--- src/rtl/axis_pkg.sv ---
// Shared types and helpers for the AXI-Stream blocks: arbiter FSM state
// encoding and the round-robin pick function.
package axis_pkg;

    typedef enum logic {
        IDLE   = 1'b0,
        LOCKED = 1'b1
    } arb_state_t;

    // Widest request vector rr_pick accepts; callers zero-extend into it.
    localparam int RR_MAX   = 32;
    localparam int RR_IDX_W = 5;

    // Returns the first set bit of req searching upward from ptr+1 and
    // wrapping modulo n. Only meaningful when some req bit below n is set.
    function automatic int unsigned rr_pick(input logic [RR_MAX-1:0] req,
                                            input int unsigned       ptr,
                                            input int unsigned       n);
        int unsigned pick;
        int unsigned idx;
        logic        found;
        pick  = 0;
        found = 1'b0;
        for (int unsigned i = 1; i <= RR_MAX; i++) begin
            idx = ptr + i;
            if (idx >= n) begin
                idx = idx - n;
            end
            if (!found && (i <= n) && req[idx[RR_IDX_W-1:0]]) begin
                pick  = idx;
                found = 1'b1;
            end
        end
        return pick;
    endfunction

endpackage

--- src/rtl/axis_out_reg.sv ---
// Single-entry AXI-Stream output register. Loads when load_i is high,
// drains when the consumer takes the beat and nothing new arrives. space_o
// tells the upstream side whether a load this cycle is allowed.
module axis_out_reg #(
    parameter int WORDS_PER_BEAT = 4,
    parameter int WORD_W         = 8,
    parameter int SEL_W          = 2
) (
    input  logic                                   clk,
    input  logic                                   rst,
    input  logic                                   load_i,
    input  logic                                   last_i,
    input  logic [WORDS_PER_BEAT-1:0]              keep_i,
    input  logic [WORDS_PER_BEAT-1:0][WORD_W-1:0]  data_i,
    input  logic [SEL_W-1:0]                       sel_i,
    input  logic                                   ready_i,
    output logic                                   valid_o,
    output logic                                   last_o,
    output logic [WORDS_PER_BEAT-1:0]              keep_o,
    output logic [WORDS_PER_BEAT-1:0][WORD_W-1:0]  data_o,
    output logic [SEL_W-1:0]                       sel_o,
    output logic                                   space_o
);

    // Registered output: space only depends on our own valid and the
    // consumer's ready, so no path runs from ready into the data regs.
    assign space_o = !valid_o || ready_i;

    // Load a new beat, or drop valid once the held beat has been taken.
    always_ff @(posedge clk or posedge rst) begin
        if (rst) begin
            valid_o <= 1'b0;
            last_o  <= 1'b0;
            keep_o  <= '0;
            data_o  <= '0;
            sel_o   <= '0;
        end else if (load_i) begin
            valid_o <= 1'b1;
            last_o  <= last_i;
            keep_o  <= keep_i;
            data_o  <= data_i;
            sel_o   <= sel_i;
        end else if (valid_o && ready_i) begin
            valid_o <= 1'b0;
        end
    end

endmodule

--- src/rtl/axis_rr_arbiter.sv ---
// Packet-level round-robin arbiter: merges N_S AXI-Stream sources onto one
// registered master port, switching sources only after an s_last beat.
//
// Handshake: a beat moves on any interface at a rising edge where its
// valid and ready are both high; a source holding valid keeps its beat
// stable until accepted, and the master side holds m_* stable while
// m_valid is high and m_ready is low.
module axis_rr_arbiter
    import axis_pkg::*;
#(
    parameter int N_S            = 4,
    parameter int WORD_W         = 8,
    parameter int BUS_W          = 32,
    parameter int WORDS_PER_BEAT = BUS_W / WORD_W,
    parameter int SEL_W          = $clog2(N_S)
) (
    input  logic                                            clk,
    input  logic                                            rst,
    input  logic [N_S-1:0]                                  s_valid,
    output logic [N_S-1:0]                                  s_ready,
    input  logic [N_S-1:0]                                  s_last,
    input  logic [N_S-1:0][WORDS_PER_BEAT-1:0]              s_keep,
    input  logic [N_S-1:0][WORDS_PER_BEAT-1:0][WORD_W-1:0]  s_data,
    output logic                                            m_valid,
    input  logic                                            m_ready,
    output logic                                            m_last,
    output logic [WORDS_PER_BEAT-1:0]                       m_keep,
    output logic [WORDS_PER_BEAT-1:0][WORD_W-1:0]           m_data,
    output logic [SEL_W-1:0]                                m_sel,
    output logic                                            busy
);

    arb_state_t        state_q, state_d;
    logic [SEL_W-1:0]  sel_q, sel_d;
    logic [SEL_W-1:0]  ptr_q, ptr_d;
    logic              out_space;
    logic              xfer;
    logic [RR_MAX-1:0] req_ext;

    assign req_ext = RR_MAX'(s_valid);
    assign xfer    = (state_q == LOCKED) && s_valid[sel_q] && out_space;

    // State register: ptr starts at the last source so source 0 wins first.
    always_ff @(posedge clk or posedge rst) begin
        if (rst) begin
            state_q <= IDLE;
            sel_q   <= '0;
            ptr_q   <= SEL_W'(N_S - 1);
        end else begin
            state_q <= state_d;
            sel_q   <= sel_d;
            ptr_q   <= ptr_d;
        end
    end

    // Next state: grant in IDLE, release at the accepted end-of-packet beat.
    always_comb begin
        state_d = state_q;
        sel_d   = sel_q;
        ptr_d   = ptr_q;
        case (state_q)
            IDLE: begin
                if (|s_valid) begin
                    state_d = LOCKED;
                    sel_d   = SEL_W'(rr_pick(req_ext, 32'(ptr_q), N_S));
                end
            end
            LOCKED: begin
                if (xfer && s_last[sel_q]) begin
                    state_d = IDLE;
                    ptr_d   = sel_q;
                end
            end
            default: state_d = IDLE;
        endcase
    end

    // Outputs: only the locked source sees ready, gated by output space.
    always_comb begin
        s_ready = '0;
        busy    = (state_q == LOCKED);
        if (state_q == LOCKED) begin
            s_ready[sel_q] = out_space;
        end
    end

    axis_out_reg #(
        .WORDS_PER_BEAT (WORDS_PER_BEAT),
        .WORD_W         (WORD_W),
        .SEL_W          (SEL_W)
    ) u_out_reg (
        .clk     (clk),
        .rst     (rst),
        .load_i  (xfer),
        .last_i  (s_last[sel_q]),
        .keep_i  (s_keep[sel_q]),
        .data_i  (s_data[sel_q]),
        .sel_i   (sel_q),
        .ready_i (m_ready),
        .valid_o (m_valid),
        .last_o  (m_last),
        .keep_o  (m_keep),
        .data_o  (m_data),
        .sel_o   (m_sel),
        .space_o (out_space)
    );

endmodule

--- config.mk ---
export PLATFORM = sky130hd
export DESIGN_NAME = axis_rr_arbiter
export DESIGN_NICKNAME = d
export VERILOG_FILES = /design/src/rtl/axis_pkg.sv /design/src/rtl/axis_out_reg.sv /design/src/rtl/axis_rr_arbiter.sv
export SDC_FILE = /design/constraint.sdc
export NUM_CORES = 1
export LEC_CHECK = 0
export CAP_MARGIN = 20
export CORE_ASPECT_RATIO = 0.8
export CORE_MARGIN = 2
export CORE_UTILIZATION = 39
export DETAILED_ROUTE_END_ITERATION = 7
export PLACE_DENSITY_LB_ADDON = 0.25
export SLEW_MARGIN = 20
export SYNTH_ARGS = -nofsm -noshare
export SYNTH_HDL_FRONTEND = slang
export SYNTH_SLANG_ARGS = --single-unit
--- constraint.sdc ---
create_clock -name clk -period 5.14 [get_ports clk]
set_input_delay 1.028 -clock clk [delete_from_list [all_inputs] [get_ports clk]]
set_output_delay 1.028 -clock clk [all_outputs]
set_load 0.05 [all_outputs]
# After elaboration in Yosys (flattened, before gate mapping)
# Index checks and enable logic that the tools add are counted.
# word_totals
register_bits,45
latchBits,0
ram_bits,0
mem_bits_ro,0
in_bits,155
out_inout_bits,45
word_cells,97
mem_count,0
# classes
addsub,8
mul,0
div_mod_pow,0
magnitude_cmp,10
n_eq_ne,0
shift,0
n_mux,49
n_bitwise,2
reduce_logical,17
# ops
op,n
binary-select mux 32 bit (select 2 bit),1
2-to-1 mux 5 bit,12
2-to-1 mux 32 bit,1
"< comparator 5 x 6 -> 1 bit, second input constant",4
binary-select mux 1 bit (select 5 bit),4
2-to-1 mux 1 bit,20
"subtractor 3 x 3 -> 4 bit, second input constant",3
"greater-or-equal comparator 3 bit, second input constant",3
binary-select mux 4 bit (select 2 bit),1
logical AND 1 bit,8
2-to-1 mux 2 bit,4
2-to-1 mux 4 bit,2
"adder 2 x 2 -> 3 bit, second input constant",2
"subtractor 4 x 3 -> 5 bit, second input constant",1
"adder 2 x 3 -> 4 bit, second input constant",1
AND 4 bit,1
binary-select mux 1 bit (select 2 bit),2
"greater-or-equal comparator 4 x 3 -> 1 bit, second input constant",1
logical NOT 1 bit,4
AND reduction 2 bit,2
OR reduction 4 bit,1
"adder 2 x 1 -> 3 bit, second input constant",1
"< comparator 2 x 3 -> 1 bit, second input constant",1
demux 1 bit (select 2 bit),1
5 further kinds,5

# Logic depth before layout (Yosys ltp)
# depth
ltp_word,23
mapped_depth,8
mapped_depth_nobuf,7

# Modules after synthesis
# From an unflattened synthesis, not the netlist that was laid out.
# hier_totals
cells_unflattened,200
area_unflattened_um2,2975.4
# by_module_without_submodules
module,n_inst,cells_per_inst,area_each_um2,seq_area_each_um2
axis_out_reg,1,86,1501.4,1001.0
axis_rr_arbiter,1,114,1473.9,127.6

# Worst setup path before layout
# OpenSTA, ideal clock, no wires.
# synth_timing
path_kind,input port to output port
startpoint,input port m_ready
endpoint,output port s_ready[0]
arrival_time_ns,2.567
t_required_ns,4.112
path_slack_ns,1.545
stages,3
path_buffers,0
cell_sequence,nand2b_1 > and2_0 > nor3b_1
# synth_between
elab_chain_cells,3
# synth_lines
element,line_no,rtl
"start, declared",axis_rr_arbiter.sv:25,"input logic m_ready,"
logical OR 1 bit,axis_out_reg.sv:27,assign space_o = !valid_o || ready_i;
AND 4 bit (no line),n/a,
2-to-1 mux 4 bit,axis_rr_arbiter.sv:82,if (state_q == LOCKED) begin
"end, declared",axis_rr_arbiter.sv:20,"output logic [N_S-1:0] s_ready,"
# Every way passes these cells.

# Worst setup path after layout
# Same ends and word-level chain as after synthesis.

==> impl_metrics.tcl <==
set metrics [dict create \
    status "completed" \
    cts_resized 0 \
    setup_violations 0 \
    multi_input_area_um2 1740 \
    numClockSinks 45 \
    setup_tns_ns 0 \
    grt_max_degree 46 \
    initial_utilization_pct 40.2 \
    ys_ff_latch 45 \
    core_um2 7430 \
    synth.distinct_cells 40 \
    crit_fanout 6 \
    hold_start "u_out_reg.last_o$_DFFE_PP0P_" \
    finalNonFillerCells 490 \
    wl_mm 8.53 \
    die_h_um 82.3 \
    synthesis.area_um2 2990 \
    gp_congestion 0.733 \
    crit_type "in -> out" \
    area_growth_pct 70.8 \
    max_cap_viol_count 0 \
    hp-class "reg -> reg" \
    fin_crit_sh_pct 77.2 \
    cellLeakagePower_nw 1.99 \
    cp_top_family "buffers and inverters" \
    worstMarginPinSlew_ns 1.04 \
    first_global_vias 2700 \
    slew_violations 0 \
    clk_pin_slew_ns 0.08 \
    htree_levels 2 \
    vdd_ir_drop_max_v 0.000328 \
    placed_cells 482 \
    postCtsSetupBuffers 0 \
    postCtsHoldBufs 0 \
    worstPathCellList "clkdlybuf4s50_1 > nand2b_1 > and2_0 > nor3b_1 > clkdlybuf4s50_1" \
    nFillCells 567 \
    grt_antenna_before_repair 0 \
    crit-reg2reg-launch "sel_q[0]$_DFFE_PP0P_" \
    cts_made_buffers 5 \
    yosys_warnings 0 \
    final_layout_size_suffix_gt1_share_pct 25.7 \
    dp_hpwl_mm 6.69 \
    fin_nets 544 \
    overflow 0 \
    cpMostUsedCell "clkdlybuf4s50_1" \
    ant_nets 0 \
    die_w_um 102 \
    syn_inst 192 \
    clock_path_buffers 2 \
    cts_root_buffer "clkbuf_8" \
    vias 2516 \
    path_buf_inv 2 \
    clock_skew_ns 0.00560 \
    required_ns 4.11 \
    dr.pass1.iters 4 \
    timing.hold.ws_ns 0.486 \
    antenna_cells 0 \
    drt_iter0_markers 49 \
    seq_area_um2 1130 \
    relSlewSlack_pct 30.9 \
    numPortBuffers 199 \
    powerDensity_nw_per_um2 622 \
    vias_per_cell 5.13 \
    syn_nets 352 \
    dieArea_um2 8390 \
    avgSynthCellArea_um2 15.6 \
    critPathCaptureType "primary output" \
    rows 28 \
    startpoint "m_ready" \
    yosysSeqAreaShare_pct 37.8 \
    min_period_ns 3.97 \
    crit_slowest_cell "clkdlybuf4s50_1" \
    grt_pass1_wl_mm 12.8 \
    cp.arrival_ns 2.94 \
    max_stage_delay_ns 0.84 \
    drcViolationCount 0 \
    hold_viol 0 \
    rsz0062_at_grt "false" \
    grt.total_usage_pct 20.0 \
    wl_per_cell_um 17.4 \
    cts_tree "yes" \
    clock.fmax_mhz 252 \
    clock_latency_ns 0.29 \
    startpoint_type "primary input" \
    top_level_ports 200 \
]
-- path summary, 6_finish.rpt --
path	depth (start not counted)	slack, ns	to
min in group asynchronous	2	1.30	u_out_reg.data_o[7]$_DFFE_PP0P_
min	2	0.49	u_out_reg.last_o$_DFFE_PP0P_
max in group asynchronous	2	3.20	sel_q[0]$_DFFE_PP0P_
min reg2reg	2	0.49	u_out_reg.last_o$_DFFE_PP0P_
max reg2reg	4	1.99	u_out_reg.data_o[28]$_DFFE_PP0P_
max	5	1.17	s_ready[0]
-- flip-flops by register name (all words and copies together) (netlist names) --
register and count:
u_out_reg.keep_o 4, sel_q 2, ptr_q 2, u_out_reg.sel_o 2, busy 1, u_out_reg.data_o 32, u_out_reg.last_o 1, u_out_reg.valid_o 1
-- metal layers --
layer	up-vias	track usage (%)	wire (um)
li1	1149	-	-
met1	1225	22.4	3130
met2	134	36.4	4380
met3	8	7.66	913
met4	0	4.40	102
met5	-	0	0
-- per-stage QoR --
step	total power, W	utilization, %	area [um^2]	setup WS (ns)
4_1_cts	0.00322	68.7	5100	1.16
2_1_floorplan	0.00235	-	2990	1.55
3_5_place_dp	0.00298	67.5	5010	1.17
3_3_place_gp	0.00294	67.5	5010	1.22
5_1_grt	0.00337	68.7	5100	1.03
6_report	0.00317	68.7	5100	1.17
-- worst register-to-register path, cell delays in order, from the launching register on --
cell and delay [ns]:
dfrtp_2 0.58, buf_4 0.59, mux4_2 0.64, nand2_2 0.77
mux2_2 0.45
-- cell usage in the layout, fill, tap and decap left out, drive strengths merged, types with 2 or more instances in the layout --
master / instances
clkdlybuf4s50: 199
dfrtp: 43
mux2: 42
mux4: 39
nand2: 8
clkbuf: 8
nor2: 6
ha: 5
a21oi: 3
inv: 3
nand3: 2
nor3: 2
dfstp: 2
mux2i: 2
o31ai: 2
-- synthesized netlist by cell type (all sizes together) --
master | n | area [um^2]
clkbuf | 5 | 18.8
dfrtp | 43 | 1080
inv | 3 | 11.3
a21bo | 1 | 10.0
a21o | 1 | 7.51
ha | 5 | 62.6
nor3 | 2 | 10.0
nor2 | 6 | 22.5
nor2b | 1 | 6.26
mux4 | 39 | 878
or3 | 1 | 6.26
o2bb2ai | 1 | 8.76
nand2 | 8 | 32.5
o311ai | 1 | 8.76
and2 | 1 | 6.26
a211o | 1 | 8.76
a31oi | 1 | 6.26
o32a | 1 | 10.0
a21oi | 3 | 15.0
nor4 | 1 | 6.26
o211ai | 1 | 7.51
nand3b | 1 | 11.3
a2bb2oi | 1 | 15.0
nand2b | 1 | 6.26
o32ai | 1 | 8.76
buf | 10 | 88.8
o31ai | 2 | 20.0
nor3b | 1 | 7.51
nand3 | 2 | 10.0
mux2i | 2 | 32.5
and3 | 1 | 6.26
dfstp | 2 | 52.6
mux2 | 42 | 510
-- kinds of logic after synthesis --
group,synth area share (%)
AO/OA/AOI/OAI,4.23
buffers and inverters,3.98
adder cells (fa/ha/maj),2.09
AND/OR/NAND/NOR,4.40
flip-flops,37.8
multiplexers,47.6
-- power breakdown --
group	switching, W	internal (W)	total (W)	leakage, nW
clock network	0.000113	0.000110	0.000223	0.0455
registers	0.000203	0.000550	0.000753	0.521
logic	0.00114	0.00106	0.00220	1.43
-- cell type report --
cell class / count / area share, %
clock buffers: 8 / 1.76
inverters: 3 / 0.221
multi-input cells: 129 / 34.1
flip-flops and latches: 45 / 22.2
well taps: 105 / 2.57
repair buffers: 200 / 39.2
Power figures use the tool's default switching activity.
